`config.mk`:
```
export PLATFORM = sky130hd
export DESIGN_NAME = fir_l2_output_serializer
export DESIGN_NICKNAME = d
export VERILOG_FILES = /design/src/rtl/filter_pkg.sv /design/src/rtl/fir_pair_fifo.sv /design/src/rtl/fir_l2_output_serializer.sv
export SDC_FILE = /design/constraint.sdc
export NUM_CORES = 1
export LEC_CHECK = 0
export ABC_CLOCK_PERIOD_IN_PS = 3400
export CELL_PAD_IN_SITES_DETAIL_PLACEMENT = 1
export CELL_PAD_IN_SITES_GLOBAL_PLACEMENT = 2
export CORE_ASPECT_RATIO = 0.75
export CORE_MARGIN = 1
export CORE_UTILIZATION = 39
export CTS_CLUSTER_DIAMETER = 50
export DETAILED_ROUTE_END_ITERATION = 8
export GPL_ROUTABILITY_DRIVEN = 0
export PLACE_DENSITY = 0.8
export SYNTH_ARGS = -nofsm -noshare
export SYNTH_HDL_FRONTEND = slang
export SYNTH_HIERARCHICAL = 1
export SYNTH_SLANG_ARGS = --single-unit
```
`constraint.sdc`:
```
create_clock -name clk -period 3.4 [get_ports clk]
set_clock_uncertainty 0.2 [all_clocks]
set_input_delay 0.68 -clock clk [delete_from_list [all_inputs] [get_ports clk]]
set_output_delay 0.68 -clock clk [all_outputs]
set_load 0.05 [all_outputs]
```
`src/rtl/filter_pkg.sv`:
```
// rtl/filter_pkg.sv - shared widths, pair type and saturation helper for the L=2 FIR output path
package filter_pkg;

    localparam int ACC_W    = 64;
    localparam int SAMPLE_W = 32;

    localparam logic signed [ACC_W-1:0] SAT_MAX = {{(ACC_W-SAMPLE_W+1){1'b0}}, {(SAMPLE_W-1){1'b1}}};
    localparam logic signed [ACC_W-1:0] SAT_MIN = {{(ACC_W-SAMPLE_W+1){1'b1}}, {(SAMPLE_W-1){1'b0}}};

    typedef struct packed {
        logic [SAMPLE_W-1:0] even;
        logic [SAMPLE_W-1:0] odd;
    } sample_pair_t;

    typedef struct packed {
        logic                clip;
        logic [SAMPLE_W-1:0] data;
    } sat_result_t;

    function automatic sat_result_t sat_to_sample(input logic signed [ACC_W-1:0] value,
                                                  input logic                    sat_en);
        sat_result_t res;
        res.clip = 1'b0;
        res.data = value[SAMPLE_W-1:0];
        if (sat_en) begin
            if (value > SAT_MAX) begin
                res.clip = 1'b1;
                res.data = SAT_MAX[SAMPLE_W-1:0];
            end else if (value < SAT_MIN) begin
                res.clip = 1'b1;
                res.data = SAT_MIN[SAMPLE_W-1:0];
            end
        end
        return res;
    endfunction

endpackage

```
`src/rtl/fir_pair_fifo.sv`:
```
// rtl/fir_pair_fifo.sv - DEPTH-entry FIFO of converted even/odd sample pairs
module fir_pair_fifo
    import filter_pkg::*;
#(
    parameter int  DEPTH = 4,
    localparam int PTR_W = $clog2(DEPTH),
    localparam int LVL_W = PTR_W + 1
) (
    input  logic             clk,
    input  logic             rst,
    input  logic             i_push,
    input  sample_pair_t     i_push_data,
    input  logic             i_pop,
    output sample_pair_t     o_head_data,
    output logic [LVL_W-1:0] o_level
);

    sample_pair_t     r_mem [DEPTH];
    logic [PTR_W-1:0] r_wr_ptr;
    logic [PTR_W-1:0] r_rd_ptr;
    logic [LVL_W-1:0] r_level;

    // Caller guarantees no push when full and no pop when empty.
    always_ff @(posedge clk) begin
        if (rst) begin
            r_wr_ptr <= '0;
            r_rd_ptr <= '0;
            r_level  <= '0;
        end else begin
            if (i_push) r_wr_ptr <= r_wr_ptr + 1'b1;
            if (i_pop)  r_rd_ptr <= r_rd_ptr + 1'b1;
            case ({i_push, i_pop})
                2'b10:   r_level <= r_level + 1'b1;
                2'b01:   r_level <= r_level - 1'b1;
                default: r_level <= r_level;
            endcase
        end
    end

    always_ff @(posedge clk) begin
        if (i_push) r_mem[r_wr_ptr] <= i_push_data;
    end

    always_comb begin
        o_head_data = r_mem[r_rd_ptr];
        o_level     = r_level;
    end

endmodule

```
`src/rtl/fir_l2_output_serializer.sv`:
```
// rtl/fir_l2_output_serializer.sv - saturates L=2 FIR output pairs, buffers them and emits one sample per transfer
module fir_l2_output_serializer #(
    parameter int  ACC_W    = 64,
    parameter int  SAMPLE_W = 32,
    parameter int  DEPTH    = 4,
    parameter bit  SAT_EN   = 1'b1,
    parameter int  DROP_W   = 16,
    localparam int LVL_W    = $clog2(DEPTH) + 1
) (
    input  logic                       clk,
    input  logic                       rst,
    input  logic                       in_valid,
    output logic                       in_ready,
    input  logic signed [ACC_W-1:0]    in_even,
    input  logic signed [ACC_W-1:0]    in_odd,
    output logic                       out_valid,
    input  logic                       out_ready,
    output logic [SAMPLE_W-1:0]        out_data,
    output logic                       out_phase,
    output logic [LVL_W-1:0]           level,
    output logic                       sat_flag,
    output logic [DROP_W-1:0]          drop_count
);
    import filter_pkg::*;

    localparam logic [LVL_W-1:0]  FULL_LVL = LVL_W'(DEPTH);
    localparam logic [DROP_W-1:0] DROP_MAX = {DROP_W{1'b1}};

    logic               r_alive;
    logic               r_phase;
    logic               r_sat;
    logic [DROP_W-1:0]  r_drop;

    logic               w_phase_next;
    logic               w_sat_next;
    logic [DROP_W-1:0]  w_drop_next;
    logic               w_in_ready;
    logic               w_out_valid;
    logic               w_push;
    logic               w_pop;
    logic               w_xfer;
    sat_result_t        w_even_sat;
    sat_result_t        w_odd_sat;
    sample_pair_t       w_push_pair;
    sample_pair_t       w_head_pair;
    logic [LVL_W-1:0]   w_level;

    fir_pair_fifo #(.DEPTH(DEPTH)) u_fifo (
        .clk         (clk),
        .rst         (rst),
        .i_push      (w_push),
        .i_push_data (w_push_pair),
        .i_pop       (w_pop),
        .o_head_data (w_head_pair),
        .o_level     (w_level)
    );

    // r_alive holds in_ready low for the first cycle after reset is released.
    always_ff @(posedge clk) begin
        if (rst) begin
            r_alive <= 1'b0;
            r_phase <= 1'b0;
            r_sat   <= 1'b0;
            r_drop  <= '0;
        end else begin
            r_alive <= 1'b1;
            r_phase <= w_phase_next;
            r_sat   <= w_sat_next;
            r_drop  <= w_drop_next;
        end
    end

    always_comb begin
        w_even_sat       = sat_to_sample(in_even, SAT_EN);
        w_odd_sat        = sat_to_sample(in_odd, SAT_EN);
        w_push_pair.even = w_even_sat.data;
        w_push_pair.odd  = w_odd_sat.data;

        w_in_ready  = r_alive && (w_level < FULL_LVL);
        w_out_valid = (w_level != '0);
        w_push      = in_valid && w_in_ready;
        w_xfer      = w_out_valid && out_ready;
        w_pop       = w_xfer && r_phase;

        w_phase_next = r_phase ^ w_xfer;
        w_sat_next   = r_sat || (w_push && (w_even_sat.clip || w_odd_sat.clip));
        w_drop_next  = r_drop;
        if (in_valid && !w_in_ready && (r_drop != DROP_MAX)) begin
            w_drop_next = r_drop + 1'b1;
        end
    end

    always_comb begin
        in_ready   = w_in_ready;
        out_valid  = w_out_valid;
        out_phase  = r_phase;
        out_data   = '0;
        if (w_out_valid) begin
            out_data = r_phase ? w_head_pair.odd : w_head_pair.even;
        end
        level      = w_level;
        sat_flag   = r_sat;
        drop_count = r_drop;
    end

endmodule

```
# Word level (Yosys, flattened, before mapping)
# Memory sizes are Yosys's and may differ from the RTL's. A register that Yosys moved wholly into a read port is not among the register bits.
# Index checks and enable logic that the tools add are counted.
dict set report totals {
  romBits 0
  latchBits 0
  mem_bits_rw 256
  memories 1
  out_inout_bits 55
  register_bits 26
  in_bits 132
}
# memory depth width rd rd_clocked_by_memory_dff wr line
set memory_table {}
lappend memory_table {u_fifo.r_mem 4 64 1 1 1 fir_pair_fifo.sv:18} ;# sample_pair_t r_mem [DEPTH];
dict set report op_classes {
  addsub 5
  eq_ne 3
  muxes 12
  mul 0
  div_mod_pow 0
  n_reduce_logical 12
  bitwise_logic 1
  n_shift 0
  order_cmp 5
}
# cell n
set ops {}
lappend ops {{2-to-1 mux 33 bit} 4}
lappend ops {{> comparator 64 x 32 -> 1 bit, second input constant} 2}
lappend ops {{< comparator 64 x 32 -> 1 bit, second input constant} 2}
lappend ops {{2-to-1 mux 32 bit} 2}
lappend ops {{adder 16 x 1 -> 16 bit, second input constant} 1}
lappend ops {{!= test 16 bit, second input constant} 1}
lappend ops {{logical AND 1 bit} 7}
lappend ops {{one-hot mux 3 bit (2 select lines)} 1}
lappend ops {{adder 2 x 1 -> 2 bit, second input constant} 2}
lappend ops {{2-to-1 mux 2 bit} 2}
lappend ops {{adder 3 x 1 -> 3 bit, second input constant} 1}
lappend ops {{< comparator 3 bit, second input constant} 1}
lappend ops {{2-to-1 mux 1 bit} 3}
lappend ops {{nonzero test 3 bit} 1}
lappend ops {{subtractor 3 x 1 -> 3 bit, second input constant} 1}
lappend ops {{equality test 2 x 1 -> 1 bit, second input constant} 1}
lappend ops {{equality test 2 bit, second input constant} 1}
lappend ops {{logical OR 1 bit} 2}
lappend ops {{nonzero test 2 bit} 1}
lappend ops {{zero test 1 bit} 1}
lappend ops {{bitwise XOR 1 bit} 1}

# Logic depth before layout (Yosys ltp)
dict set report depth {
  word_depth 6
  ltp_mapped 9
}

# Hierarchy
# The synthesis kept the hierarchy.
# module seq_area_each_um2 area_each_um2 cells_per_inst n_inst
set by_module_without_submodules {}
lappend by_module_without_submodules {fir_pair_fifo 7867.5 9733.1 379 1}
lappend by_module_without_submodules {fir_l2_output_serializer 380.4 2338.5 367 1}

# Worst setup path before layout
# OpenSTA, ideal clock, no wires.
dict set report synth_timing {
  path_type {reg-to-reg}
  from {register u_fifo.r_level[2] (netlist: u_fifo/o_level[2])}
  to {memory u_fifo/r_mem[0][0] (netlist bit), enable pin}
  path_buffers 0
  required_time_ps 2771
  setup_slack_ps -443
  period_less_slack_ps 3843
  stages_incl_launch_ff 4
  arrival_ps 3215
  cell_sequence {dfxtp_1 > nor2b_1 > and2_1 > and2_1}
}
dict set report synth_via {
  elab_chain_len 5
}
# item line
set synth_lines {}
lappend synth_lines {{start, declared} fir_pair_fifo.sv:21} ;# logic [LVL_W-1:0] r_level;
lappend synth_lines {{start signal, assigned} fir_pair_fifo.sv:33} ;# 2'b10: r_level <= r_level + 1'b1;
lappend synth_lines {{start signal, assigned} fir_pair_fifo.sv:34} ;# 2'b01: r_level <= r_level - 1'b1;
lappend synth_lines {{start signal, assigned} fir_pair_fifo.sv:35} ;# default: r_level <= r_level;
lappend synth_lines {{< comparator 3 bit} fir_l2_output_serializer.sv:79} ;# w_in_ready = r_alive && (w_level < FULL_LVL);
lappend synth_lines {{logical AND 1 bit} fir_l2_output_serializer.sv:79}
lappend synth_lines {{net in_ready} fir_l2_output_serializer.sv:13} ;# output logic in_ready,
lappend synth_lines {{logical AND 1 bit} fir_l2_output_serializer.sv:81} ;# w_push = in_valid && w_in_ready;
lappend synth_lines {{net w_push} fir_l2_output_serializer.sv:39} ;# logic w_push;
lappend synth_lines {{2-to-1 mux 1 bit} fir_pair_fifo.sv:41} ;# if (i_push) r_mem[r_wr_ptr] <= i_push_data;
lappend synth_lines {{2-to-1 mux 1 bit (not written as such)} fir_pair_fifo.sv:41}
lappend synth_lines {{end, declared} fir_pair_fifo.sv:18}
# The timed path passes the listed nets, and every way through them passes these cells.

# Worst setup path after layout
dict set report layout_timing {
  from {register u_fifo.r_level[0] (netlist: u_fifo/o_level[0])}
  to {output out_valid}
}
dict set report layout_via {
  elab_chain_len 1
}
# item line
set layout_lines {}
lappend layout_lines {{nonzero test 3 bit} fir_l2_output_serializer.sv:80} ;# w_out_valid = (w_level != '0);
lappend layout_lines {{end, declared} fir_l2_output_serializer.sv:16} ;# output logic out_valid,
# No other way between the ends.

==> qor.yml <==
synthToLayoutAreaGrowth_pct: 29.22
diodes: 0
ys_seq_area_frac: 0.6833
fp.dieW_um: 205.2
hold_class: "flop to flop"
seqPwrFrac: 0.479
cts_inserted_buffers: 34
die_h_um: 154.4
top_level_ports: 187
tightestPinTransition_ps: 553.3
cap_viol_max_count: 0
r2r_setup_slack_ps: 920
grt_pass1_vias: 7913
cts_tree: "built"
r2r_end: "u_fifo/o_level[2]$_SDFFE_PP0P_"
holdBufCountCts: 0
ys_ff_latch: 284
async_flop_share: 0
setup.worst_path.end: "out_valid"
drive_gt1_frac: 0.1986
worst-path-max-fanout: 4
layoutNonFillerInstCount: 1386
power_frac_clock: 0.419
ys_dominant_reg_cell: "edfxtp_1"
r2r_start: "u_fifo/o_level[0]$_SDFFE_PP0P_"
nFillCells: 2974
layout_commonest_cell: "edfxtp_1"
slowest_delay_ps: 730
worst_setup_path_end_kind: "primary output"
routed_wl_um: 29910
cp_cell_sequence: "nor3_2 > inv_1 > clkdlybuf4s50_1"
place_hpwl_um: 20310
insertion_delay_ps: 500
cp-start-kind: "flop"
swShare: 0.2294
row_count: 55
worst-setup-path-type: "flop to primary output"
htree_levels: 2
run_status: "finished clean"
period_needed_ps: 3143
fin_area_um2: 15600
root_buffer: "clkbuf_16"
r2r_cells: 9
synth_nets: 886
cp.arrival_ps: 2260
ys_types: 51
rsz0062_at_grt: "false"
power_frac_comb: 0.102
p_int_mw: 6.313
synth_area_per_cell_um2: 16.18
firstDrtPassIters: 4
coreArea_um2: 30280
grt_overflow_total: 0
synthCells: 746
p_per_area_nw_per_um2: 525.2
fmax_ghz: 0.3182
cp.required_ps: 2520
setup_viol: 0
antenna_found_initial: 0
cp_slowest_cell: "clkdlybuf4s50_1"
cts.sinks: 284
leakagePower_nw: 5.147
max-clock-path-buffers: 3
finalCritPeriodShare: 0.9243
num_vias: 7244
grt_pass1_wl_um: 45530
grtUsageTotal: 0.1916
grt_max_degree: 37
ant_nets: 0
post-route-drc-count: 0
slew_headroom: 0.6292
layout.nets: 1104
design.die.area_um2: 31670
path_clk_slew_ps: 60
yosysWarnings: 6
fin_hold_ws_ps: 338.5
port_buffers: 186
post_drt_wl_per_cell_um: 21.58
vdd_drop_max_mv: 0.2615
layout_common_cells: "edfxtp_1, clkdlybuf4s50_1, nand2_1"
slew_violations: 0
synth_edf_count: 256
via_per_inst: 5.227
placed_cell_area_um2: 14510
drt_iter0_markers: 420
netlist_area_um2: 12070
start_util: 0.3987
setup.worst_path.start: "u_fifo/o_level[0]$_SDFFE_PP0P_"
p_switching_mw: 1.880
place_inst: 1324
hold_viol_final: 0
==> flip-flops by register name, indices dropped and copies added (netlist names), named ones only <==
name	cells
drop_count	16
out_phase	1
r_alive	1
sat_flag	1
u_fifo/o_level	3
u_fifo/r_mem	256
u_fifo/r_rd_ptr	2
u_fifo/r_wr_ptr	2
==> critical path, delay by kind of cell, from the launching register on <==
| family | cells | cell delay [ps] |
|---|---|---|
| AND/OR/NAND/NOR | 1 | 490 |
| flip-flops | 1 | 370 |
| buffers and inverters | 2 | 900 |
==> area by class of cell <==
cell class | instances | area (um2) | share of cell area
clock buffers | 45 | 955.9 | 0.06128
clock inverters | 14 | 112.6 | 0.007219
inverters | 12 | 45.04 | 0.002888
multi-input cells | 407 | 3492 | 0.2239
flip-flops and latches | 284 | 8257 | 0.5293
well taps | 399 | 499.2 | 0.03200
repair buffers | 225 | 2237 | 0.1434
==> through the flow <==
step                      setup TNS (ps)  total power, mW  worst slack (ps)    util
final                                  0            8.193             257.2  0.5152
after global routing                   0            8.463             158.2  0.5152
after CTS                              0            8.295             209.0  0.5152
after detailed placement          -702.6            4.840            -41.64  0.4791
after global placement             -7177            4.823            -69.89  0.4791
after floorplan                        0            4.432             240.8       -
==> cell families (layout without fill, tap and decap cells) <==
logic type / Yosys count / count (layout) / synth area share
buf+inv: 55 / 296 / 0.02964
xor+xnor: 17 / 17 / 0.01233
fa+ha+maj: 8 / 8 / 0.008913
flops: 284 / 284 / 0.6833
mux: 99 / 99 / 0.1498
simple gates: 262 / 262 / 0.09940
compound gates: 21 / 21 / 0.01669
==> power by group through the flow <==
stage / Sequential [mW] / Clock [mW] / Combinational [mW]
floorplan: 4.00 / 0 / 0.428
global placement: 3.99 / 0 / 0.831
detailed placement: 4.00 / 0 / 0.842
CTS: 3.92 / 3.52 / 0.850
global route: 3.93 / 3.64 / 0.893
finish: 3.92 / 3.44 / 0.836
==> worst min-delay path by stage <==
stage / cells after the start / to / start
4_1_cts: 2 / flop / u_fifo/r_rd_ptr[0]$_SDFFE_PP0P_
2_1_floorplan: 2 / flop / u_fifo/r_rd_ptr[1]$_SDFFE_PP0P_
3_3_place_gp: 2 / flop / u_fifo/r_rd_ptr[0]$_SDFFE_PP0P_
5_1_grt: 2 / u_fifo/r_rd_ptr[1]$_SDFFE_PP0P_ / u_fifo/r_rd_ptr[1]$_SDFFE_PP0P_
3_5_place_dp: 2 / flop / u_fifo/r_rd_ptr[0]$_SDFFE_PP0P_
6_report: 2 / u_fifo/r_rd_ptr[0]$_SDFFE_PP0P_ / u_fifo/r_rd_ptr[0]$_SDFFE_PP0P_
==> routing by layer <==
layer  track usage  up-vias  wire length (um)
met4       0.04938        0               537
li1              -     3311                 -
met1        0.2551     3682             13180
met3       0.04109       36              1812
met2        0.3190      215             14380
met5             0        -                 0
==> what timing repair did <==
| item | in CTS | in global routing |
|---|---|---|
| setup buffers | 3 | 0 |
| endpoints found under the hold margin | 0 | 0 |
| setup endpoints to repair | 1 | 0 |
| resized for setup | 0 | 0 |
==> cell usage after synthesis, drive strengths merged (3+ instances only) <==
library cell,count,area share
mux2i,34,0.028
nor2b,5,0.0026
nor4,14,0.0073
clkbuf,15,0.0048
xor2,4,0.0029
mux4,64,0.12
buf,27,0.020
nor3,6,0.0029
ha,7,0.0073
xnor2,13,0.0094
and2,5,0.0026
or4,4,0.0028
inv,12,0.0037
edfxtp,256,0.64
nand4,22,0.011
dfxtp,28,0.046
a211oi,3,0.0019
nand3,5,0.0021
nand2,130,0.040
or3,3,0.0016
nor2,56,0.017
and3,4,0.0025
a2111oi,6,0.0075
a21oi,4,0.0017
Power figures use the tool's default switching activity.
